--- src/rtl/ifetch_ctrl.sv ---
// Fetch sequencer: drives the ROM word address from the fetch PC, buffers returned words in a prefetch FIFO, serves decode via valid/ready.
// Optional misaligned-redirect trap (misalign_err port, ERR state) is compiled in with `define IFETCH_ALIGN_CHK_EN.
module ifetch_ctrl #(
    parameter int unsigned ADDR_W   = 8,
    parameter int unsigned DEPTH    = 2,
    parameter logic [31:0] RESET_PC = 32'h0000_0000
) (
    input  logic                     clk,
    input  logic                     rst_n,
    input  logic                     fetch_en,
    output logic [ADDR_W-1:0]        rom_addr,
    input  logic [31:0]              rom_data,
    input  logic                     redirect_valid,
    input  logic [31:0]              redirect_pc,
    output logic                     instr_valid,
    input  logic                     instr_ready,
    output logic [31:0]              instr,
    output logic [31:0]              instr_pc,
    output logic [$clog2(DEPTH):0]   fifo_count
`ifdef IFETCH_ALIGN_CHK_EN
    ,
    output logic                     misalign_err
`endif
);

    localparam int unsigned PW  = $clog2(DEPTH);
    localparam int unsigned CW  = PW + 1;
    localparam logic [31:0] NOP = 32'h0000_0013;

`ifdef IFETCH_ALIGN_CHK_EN
    typedef enum logic [0:0] {ST_RUN = 1'b0, ST_ERR = 1'b1} state_t;
`else
    typedef enum logic [0:0] {ST_RUN = 1'b0} state_t;
`endif

    state_t          r_state;
    state_t          w_state_nxt;
    logic [31:0]     r_fetch_pc;
    logic [PW-1:0]   r_rd_ptr;
    logic [PW-1:0]   r_wr_ptr;
    logic [CW-1:0]   r_count;
    logic [31:0]     r_fifo_pc  [DEPTH];
    logic [31:0]     r_fifo_dat [DEPTH];

    logic            w_run;
    logic            w_pop;
    logic            w_push;
    logic [31:0]     w_redirect_tgt;

`ifdef IFETCH_ALIGN_CHK_EN
    logic            r_misalign_err;
    logic            w_misalign;

    assign w_misalign     = redirect_valid & (redirect_pc[1:0] != 2'b00);
    assign w_redirect_tgt = redirect_pc;
    assign misalign_err   = r_misalign_err;
`else
    // Low PC bits are dropped so the fetch PC always stays word aligned.
    assign w_redirect_tgt = redirect_pc & 32'hFFFF_FFFC;
`endif

    assign w_run       = (r_state == ST_RUN);
    assign instr_valid = (r_count != '0) & w_run;
    assign w_pop       = instr_valid & instr_ready;
    assign w_push      = fetch_en & ~redirect_valid & w_run &
                         ((r_count < CW'(DEPTH)) | w_pop);

    assign rom_addr    = r_fetch_pc[ADDR_W+1:2];
    assign fifo_count  = r_count;
    assign instr       = instr_valid ? r_fifo_dat[r_rd_ptr] : NOP;
    assign instr_pc    = instr_valid ? r_fifo_pc[r_rd_ptr]  : 32'h0;

    always_comb begin
        w_state_nxt = r_state;
        case (r_state)
            ST_RUN: begin
`ifdef IFETCH_ALIGN_CHK_EN
                if (w_misalign) w_state_nxt = ST_ERR;
`endif
            end
`ifdef IFETCH_ALIGN_CHK_EN
            ST_ERR:  w_state_nxt = ST_ERR;
`endif
            default: w_state_nxt = ST_RUN;
        endcase
    end

    always_ff @(posedge clk) begin
        if (!rst_n) begin
            r_state    <= ST_RUN;
            r_fetch_pc <= RESET_PC;
            r_rd_ptr   <= '0;
            r_wr_ptr   <= '0;
            r_count    <= '0;
        end else begin
            r_state <= w_state_nxt;
            // Redirect wins over push; any same-cycle pop is simply absorbed by the flush.
            if (redirect_valid) begin
                r_fetch_pc <= w_redirect_tgt;
                r_rd_ptr   <= '0;
                r_wr_ptr   <= '0;
                r_count    <= '0;
            end else begin
                if (w_push) begin
                    r_fetch_pc <= r_fetch_pc + 32'd4;
                    r_wr_ptr   <= r_wr_ptr + PW'(1);
                end
                if (w_pop) r_rd_ptr <= r_rd_ptr + PW'(1);
                case ({w_push, w_pop})
                    2'b10:   r_count <= r_count + CW'(1);
                    2'b01:   r_count <= r_count - CW'(1);
                    default: r_count <= r_count;
                endcase
            end
        end
    end

    always_ff @(posedge clk) begin
        if (w_push) begin
            r_fifo_pc[r_wr_ptr]  <= r_fetch_pc;
            r_fifo_dat[r_wr_ptr] <= rom_data;
        end
    end

`ifdef IFETCH_ALIGN_CHK_EN
    always_ff @(posedge clk) begin
        if (!rst_n)          r_misalign_err <= 1'b0;
        else if (w_misalign) r_misalign_err <= 1'b1;
    end
`endif

endmodule

--- config.mk ---
export PLATFORM = sky130hd
export DESIGN_NAME = ifetch_ctrl
export DESIGN_NICKNAME = d
export VERILOG_FILES = /design/src/rtl/ifetch_ctrl.sv
export SDC_FILE = /design/constraint.sdc
export NUM_CORES = 1
export LEC_CHECK = 0
export ABC_AREA = 1
export BUFFER_PORTS_ARGS = -buffer_cell sky130_fd_sc_hd__clkbuf_2
export CAP_MARGIN = 20
export CELL_PAD_IN_SITES_DETAIL_PLACEMENT = 1
export CELL_PAD_IN_SITES_GLOBAL_PLACEMENT = 1
export CORE_ASPECT_RATIO = 1.2
export CORE_MARGIN = 2
export CORE_UTILIZATION = 42
export DETAILED_ROUTE_END_ITERATION = 7
export PLACE_DENSITY_LB_ADDON = 0.2
export SKIP_CTS_REPAIR_TIMING = 1
export SLEW_MARGIN = 20
export SYNTH_ARGS = -nofsm -noshare
export SYNTH_HDL_FRONTEND = slang
export SYNTH_SLANG_ARGS = --single-unit
--- constraint.sdc ---
create_clock -name clk -period 4.65 [get_ports clk]
set_input_delay 0.6975 -clock clk [delete_from_list [all_inputs] [get_ports clk]]
set_output_delay 0.6975 -clock clk [all_outputs]
set_load 0.01 [all_outputs]
* Word level (Yosys, flattened, before mapping)
Memory sizes are Yosys's and may differ from the RTL's. A register that Yosys moved wholly into a read port is not among the register bits.
Index checks and enable logic that the tools add are counted.
W data, S select, Z words.
** Operators by class
- Add/sub/neg operators :: 5
- Order comparisons :: 1
- Equal/unequal tests :: 2
- Mux-type cells :: 11
- Bitwise gates (word level) :: 6
- Reductions and logical operators :: 4
** Operators by type and width (number)
- $mux W32 :: 4
- $add A32 B3 Y32 const B :: 1
- $mux W1 :: 6
- $reduce_bool A2 Y1 :: 3
- $pmux W2 S2 :: 1
- $and A1 B1 Y1 :: 3
- $add A1 B1 Y1 const B :: 2
- $add A2 B1 Y2 const B :: 1
- $eq A2 B1 Y1 const B :: 1
- $eq A2 B2 Y1 const B :: 1
- $lt A2 B2 Y1 const B :: 1
- $not A1 Y1 :: 2
- $reduce_or A2 Y1 :: 1
- $sub A2 B1 Y2 const B :: 1
- $or A1 B1 Y1 :: 1
** Storage, ports and cells
- Flip-flop bits (word level) :: 36
- RAM bits :: 128
- Input port bits :: 69
- Output and inout bits :: 75
- Logic and storage cells :: 36
- Memories :: 2
** Memories
- r_fifo_dat :: words 2, width 32, read ports 1, clocked after Yosys merged registers in 1, wr ports 1, line 43 : logic [31:0] r_fifo_dat [DEPTH];
- r_fifo_pc :: words 2, width 32, read ports 1, clocked after Yosys merged registers in 1, wr ports 1, line 42 : logic [31:0] r_fifo_pc [DEPTH];

* Longest topological paths before layout
Gate-level depths: netlist of the first run.
- Depth after elaboration :: 6
- Mapped depth :: 10
- Mapped depth without buffers :: 10

* Worst setup path after synthesis of the first run
No wires, ideal clock.
- Path kind :: input -> register
- From :: input redirect_valid
- To :: memory r_fifo_dat[1][0] (enable)
- Library setup time :: 0.483 ns
- Arrival :: 3.654 ns
- Required time :: 4.167 ns
- Slack :: 0.513 ns
- Cell stages on the path :: 5
- Path buffers :: 0
- Cells stage by stage :: inv_2 nand2_1 a21oi_2 inv_2 nor2_1
** Between the ends
- Longest elaborated chain between the ends :: 5
** RTL lines
- from (decl) :: line 13 : input logic redirect_valid,
- $not A1 Y1 :: line 65 : assign w_push = fetch_en & ~redirect_valid & w_run &
- $and A1 B1 Y1 (2 in a row) :: line 65
- $mux W1 :: line 119 : if (w_push) begin
- $mux W1 (implied by the code) :: line 121 : r_fifo_dat[r_wr_ptr] <= rom_data;
- to (decl) :: line 43
Every way passes these cells.

* Worst setup path after layout of the first run
- From :: register r_count[1], in the netlist fifo_count[1]
- To :: output instr[1]
** Between the ends
- Longest elaborated chain between the ends :: 2
** RTL lines
- from (decl) :: line 41 : logic [CW-1:0] r_count;
- from (signal assigned) :: line 110 : 2'b10: r_count <= r_count + CW'(1);
- from (signal assigned) :: line 111 : 2'b01: r_count <= r_count - CW'(1);
- from (signal assigned) :: line 112 : default: r_count <= r_count;
- $reduce_bool A2 Y1 :: line 63 : assign instr_valid = (r_count != '0) & w_run;
- $mux W32 :: line 70 : assign instr = instr_valid ? r_fifo_dat[r_rd_ptr] : NOP;
- to (decl) :: line 17 : output logic [31:0] instr,
Every way passes these cells.

==> flow_summary.json, run 1 <==
{
  "synth.distinct_cells": 27,
  "cap_violations": 0,
  "worst-setup-path-type": "reg -> out",
  "startpoint_type": "register",
  "clockPowerShare_pct": 43.2,
  "wl_met1_um": 7533,
  "grt_overflow": 0,
  "grt_max_degree": 63,
  "num_rows": 51,
  "coreArea_um2": 16270,
  "critical_path_required_ns": 3.95,
  "fmax_mhz": 333.7,
  "p_sw_uw": 780.2,
  "hold_viol": 0,
  "power_density_nw_per_um2": 384.4,
  "cts_buffers": 17,
  "dpl.cell_count": 1057,
  "async_reset_ff_share_pct": 0,
  "synth_edf_count": 124,
  "slew_viol_final": 0,
  "ys_top_cells_by_count": "nand2_1, edfxtp_1, a21oi_1",
  "r2r_cells": 8,
  "wire_per_inst_um": 16.82,
  "synth-adder-area-share_pct": 0.3584,
  "synth.avg_cell_area_um2": 9.462,
  "syn_inst": 738,
  "clk_latency_ns": 0.42,
  "syn-cell-area_um2": 6983,
  "setup_viol": 0,
  "drt_iter0_drc": 349,
  "grt_antenna_before_repair": 0,
  "multi_input_area_um2": 2153,
  "tritoncts": "done",
  "synth_flop_cell": "edfxtp_1",
  "dr_wl_met3_um": 761,
  "crit_path_cell_trace": "nor2_4 -> buf_4 -> inv_1 -> nand3_1 -> clkbuf_2",
  "antenna-diode-count": 0,
  "min_path_cells": 1,
  "synth.area.top_cells": "edfxtp_1, nand2_1, dfxtp_1",
  "initial_core_util_pct": 42.91,
  "die_w_um": 121.7,
  "regArea_um2": 4425,
  "p_int_uw": 2473,
  "critPathMaxFanout": 32,
  "cts.clk_slew.worst_paths_ns": 0.07,
  "gp_congestion": 0.8466,
  "drtAntennaViolNets": 0,
  "slew_headroom_pct": 45.51,
  "worstHoldStart": "r_rd_ptr",
  "ys_seq_elements": 159,
  "muxShareOfSynthArea_pct": 0,
  "synth_top_area_share_pct": 53.32,
  "fin_ws_ns": 1.654,
  "combPwrFrac_pct": 6.7,
  "setup_tns_ns": 0,
  "worstPathArrival_ns": 2.30,
  "yosys_warnings": 0,
  "cts_htree_levels": 4,
  "wl_met2_um": 9851,
  "p_seq_share_pct": 50.1,
  "drc": 0,
  "maxUsedRoutingLayer": "met4",
  "drive_gt1_share_pct": 22.89,
  "reg2reg_slack_ns": 1.97,
  "synth_top_family_by_area": "simple AND/OR/NAND/NOR gates",
  "swShare_pct": 23.98,
  "cts.sink_count": 159,
  "ir_worst_vdd_v": 0.0002412,
  "stdcell_count": 1090,
  "track_usage_pct": 21.23,
  "critPathSlowestCell": "nor2_4",
  "clockBufferDepth": 2,
  "crit_path_max_incr_delay_ns": 0.63,
  "synth.most_common_cell": "nand2_1",
  "rsz0062_at_grt": "no",
  "avgViaCountPerCell": 5.078,
  "reg2reg_from": "fifo_count[1]",
  "reg2reg_to": "fifo_count[1]",
  "p_leak_uw": 0.003345,
  "crit_buf_inv": 3,
  "fin_crit_ns": 2.997,
  "totalWireLength_um": 18340,
  "synth_compound_area_share_pct": 9.299,
  "die_area_um2": 17680,
  "io_buffers": 139,
  "hpwlAfterDp_um": 12500,
  "finalNetCount": 936,
  "drtPass1Iterations": 4,
  "dp_slack_ns": 1.713,
  "areaGrowthSynthToFinish_pct": 21.20,
  "yosysTopAreaCell": "edfxtp_1",
  "min_path_type": "reg -> reg",
  "fillCellCount": 1898,
  "io_pins": 144,
  "synthXorXnorAreaFrac_pct": 0.7526,
  "num_vias": 5535,
  "cts_root_buf": "clkbuf_16",
  "synth_seq_area_share_pct": 63.36,
  "end_kind": "primary output",
  "period_share_pct": 64.44,
  "finalClockSkew_ns": 0.01149,
  "status": "finished clean",
  "synth-simple-area-share_pct": 20.00,
  "cp_top_family": "buffers and inverters",
  "grt_pass1_wl_um": 29430,
  "max_slew.worst_pin.slew_ns": 0.8154,
  "final_core_util_pct": 52.01,
  "die_h_um": 145.3,
  "grt_pass1_vias": 5847
}
==> power by group through the flow <==
stage               registers (uW)  logic [uW]  clock network, uW
floorplan                     1650         132                  0
global placement              1660         209                  0
detailed placement            1660         219                  0
CTS                           1630         220               1430
global route                  1640         245               1480
finish                        1630         217               1410
==> area by class of cell <==
class                      instances  area share [%]
inverter                          61           2.706
clock buffer                      17           5.027
timing repair buffer             146           9.373
sequential                       159           52.29
tap                              212           3.134
clock inverter                    15           2.025
multi-input combinational        480           25.44
==> how the worst max path moves through the flow <==
stage                   startpoint          endpoint  slack (ns)  cells after the start
floorplan           redirect_valid  r_fifo_dat[1][0]        0.51                      5
global placement    redirect_valid  r_fifo_dat[1][3]        1.72                      8
detailed placement  redirect_valid  r_fifo_dat[1][5]        1.71                      8
CTS                  fifo_count[1]          instr[1]        1.60                      5
global route         fifo_count[1]          instr[1]        1.49                      5
finish               fifo_count[1]          instr[1]        1.65                      5
==> metrics by stage <==
| step | power [uW] | hold slack, ns | area, um^2 |
|---|---|---|---|
| floorplan | 1778 | 0.4255 | 6987 |
| global placement | 1864 | 0.4278 | 7839 |
| detailed placement | 1880 | 0.4422 | 7839 |
| CTS | 3281 | 0.4506 | 8436 |
| global route | 3358 | 0.4560 | 8463 |
| finish | 3253 | 0.4556 | 8463 |
==> flip-flops by register name (all words and copies together) (netlist names), named ones only <==
name	count
r_fifo_dat	64
r_fifo_pc	60
r_fetch_pc	30
fifo_count	2
r_rd_ptr	1
r_wr_ptr	1
==> cells by family after synthesis <==
| family | Yosys count |
|---|---|
| AOI/OAI and AO/OA | 127 |
| xor gates and xnor gates | 6 |
| adders and majority gates | 2 |
| buffers and inverters | 100 |
| DFF | 159 |
| other | 1 |
| and+or+nand+nor | 343 |
==> cells in the final DEF, fill, tap and decap left out <==
cell        count
clkinvlp_4      3
nand3_1        40
clkinv_4        1
a21oi_1        85
xor2_1          3
nor2_4          6
nand2_1       249
bufinv_16       2
nor2_2          5
o21ai_1        13
and2_1          3
nor2_1         34
a31oi_1         8
dfxtp_1        34
clkbuf_16      17
nand3b_1        1
clkbuf_2      139
o21ai_0        20
clkinv_2        1
inv_1          56
conb_1          2
dfxtp_2         1
inv_2           5
inv_6           6
buf_16          1
nand2_2         4
ha_1            2
inv_8           2
or2_2           1
xnor2_1         3
edfxtp_1      124
buf_12          2
buf_4           4
a21oi_2         1
==> worst register-to-register path, cell delays in order (launching register included) <==
cell     delay, ns
dfxtp_1       0.37
nor2_4        0.63
buf_4         0.47
nor2_1        0.17
ha_1          0.35
a21oi_1       0.12
o21ai_0       0.14
o21ai_0       0.24
a21oi_1       0.08
==> layer usage <==
| layer | vias to the layer above | global-route usage [%] |
|---|---|---|
| met5 | - | 0 |
| met3 | 13 | 3.577 |
| met1 | 2692 | 25.58 |
| li1 | 2704 | - |
| met4 | 0 | 6.494 |
| met2 | 126 | 38.31 |
Note: power is estimated with default switching activity, not from simulation.
==> inputs of run 2 (changes only) <==
==> constraint.sdc (replaced) <==
create_clock -name clk -period 3 [get_ports clk]
set_input_delay 0.45 -clock clk [delete_from_list [all_inputs] [get_ports clk]]
set_output_delay 0.45 -clock clk [all_outputs]
set_load 0.01 [all_outputs]
==> flow_summary.json, run 2 (same netlist as run 1, synthesis figures left out) <==
{
  "track_usage_pct": 21.40,
  "die_area_um2": 17680,
  "fin_crit_ns": 2.323,
  "p_leak_uw": 0.003348,
  "initial_core_util_pct": 42.91,
  "period_share_pct": 77.43,
  "die_w_um": 121.7,
  "layout_common_cells": "nand2_1, clkbuf_2, edfxtp_1, a21oi_1, inv_1",
  "ir_worst_vdd_v": 0.0003846,
  "num_rows": 51,
  "areaGrowthSynthToFinish_pct": 21.04,
  "cap_violations": 0,
  "drtAntennaViolNets": 0,
  "grt_max_degree": 63,
  "slew_viol_final": 0,
  "totalWireLength_um": 18160,
  "crit_path_max_incr_delay_ns": 0.55,
  "reg_top3": "r_fifo_dat x64, r_fifo_pc x60, r_fetch_pc x30",
  "io_pins": 144,
  "drc": 0,
  "wire_per_inst_um": 16.65,
  "critPathMaxFanout": 62,
  "clockBufferDepth": 2,
  "cts_buffers": 17,
  "setup_tns_ns": 0,
  "largest_reg_flops": 64,
  "io_buffers": 139,
  "max_slew.worst_pin.slew_ns": 0.6722,
  "crit_buf_inv": 2,
  "setup_viol": 0,
  "finalNetCount": 937,
  "drive_gt1_share_pct": 22.98,
  "power_density_nw_per_um2": 591.3,
  "grt_overflow": 0,
  "hpwlAfterDp_um": 12430,
  "critPathSlowestCell": "buf_4",
  "wl_met1_um": 7198,
  "finalClockSkew_ns": 0.008744,
  "avgViaCountPerCell": 5.163,
  "end_kind": "primary output",
  "cp_top_family": "buffers and inverters",
  "rsz0062_at_grt": "no",
  "num_vias": 5633,
  "antenna-diode-count": 0,
  "worstPathArrival_ns": 1.87,
  "die_h_um": 145.3,
  "gp_congestion": 0.8307,
  "cts.clk_slew.worst_paths_ns": 0.06,
  "p_total_uw": 4997,
  "status": "finished clean",
  "coreArea_um2": 16270,
  "wl_met2_um": 9671,
  "cts_htree_levels": 4,
  "final_common_cell": "nand2_1",
  "critical_path_required_ns": 2.55,
  "worst-setup-path-type": "reg -> out",
  "drt_iter0_drc": 339,
  "fmax_mhz": 430.5,
  "cts.sink_count": 159,
  "grt_antenna_before_repair": 0,
  "grt_pass1_vias": 5942,
  "grt_pass1_wl_um": 29440,
  "dr_wl_met3_um": 874,
  "maxUsedRoutingLayer": "met4",
  "regMostFlops": "r_fifo_dat",
  "cts_root_buf": "clkbuf_16",
  "hold_viol": 0,
  "clk_latency_ns": 0.42,
  "drtPass1Iterations": 4,
  "tritoncts": "done",
  "slew_headroom_pct": 55.19,
  "startpoint_type": "register",
  "crit_path_cell_trace": "buf_4 -> nand2_1 -> a21oi_1 -> clkbuf_2",
  "min_path_type": "in -> reg"
}
run 2: cell count changes in the layout (fill, tap and decap cells not counted), sizes merged:
| cell | change |
|---|---|
| clkinv | +4 |
| inv | -3 |
| buf | +1 |
| clkinvlp | -1 |
run 2: layout make-up:
| type | instances | area (um^2) |
|---|---|---|
| Clock buffer | 17 | 425.4 |
| Clock inverter | 15 | 160.2 |
| Fill cell | 1898 | 7820 |
| Inverter | 61 | 229.0 |
| Multi-Input combinational cell | 480 | 2153 |
| Sequential cell | 159 | 4425 |
| Tap cell | 212 | 265.3 |
| Timing Repair Buffer | 147 | 793.3 |
run 2: routing by layer:
layer,up-vias,track usage [%]
met5,-,0
met4,0,8.621
met3,30,3.852
met2,152,39.04
met1,2738,24.30
li1,2713,-
run 2: power by group:
part | internal [uW] | total [uW] | switching (uW) | leakage, uW
logic | 122 | 338 | 216 | 0.00163
clock network | 1240 | 2130 | 896 | 0.000285
registers | 2460 | 2530 | 66.6 | 0.00143
run 2: worst reg2reg max path, cell delays in order, from the launching register on:
cell and delay, ns:
dfxtp_1 0.38, a21oi_2 0.19, inv_2 0.11, nor2_4 0.47, buf_12 0.34
run 2: worst paths after layout:
kind / startpoint / cells after the start / end / slack [ns]
min: rom_data[2] / 1 / r_fifo_dat[0][2] / 0.22
max reg2reg: fifo_count[1] / 4 / r_fifo_pc[1][29] / 1.18
max: register / 4 / instr_pc[29] / 0.68
min reg2reg: r_rd_ptr / 1 / register / 0.46
run 2: through the flow:
stage | util, % | hold WS, ns | cell area [um^2] | cells | setup slack [ns]
after floorplan | - | 0.4255 | 6992 | 739 | 0.1640
after global placement | 48.34 | 0.4351 | 7866 | 1059 | 0.8294
after detailed placement | 48.34 | 0.4507 | 7866 | 1059 | 0.8284
after CTS | 51.94 | 0.2041 | 8452 | 1091 | 0.6443
after global routing | 51.94 | 0.2078 | 8452 | 1091 | 0.5682
final | 51.94 | 0.2155 | 8452 | 1091 | 0.6772
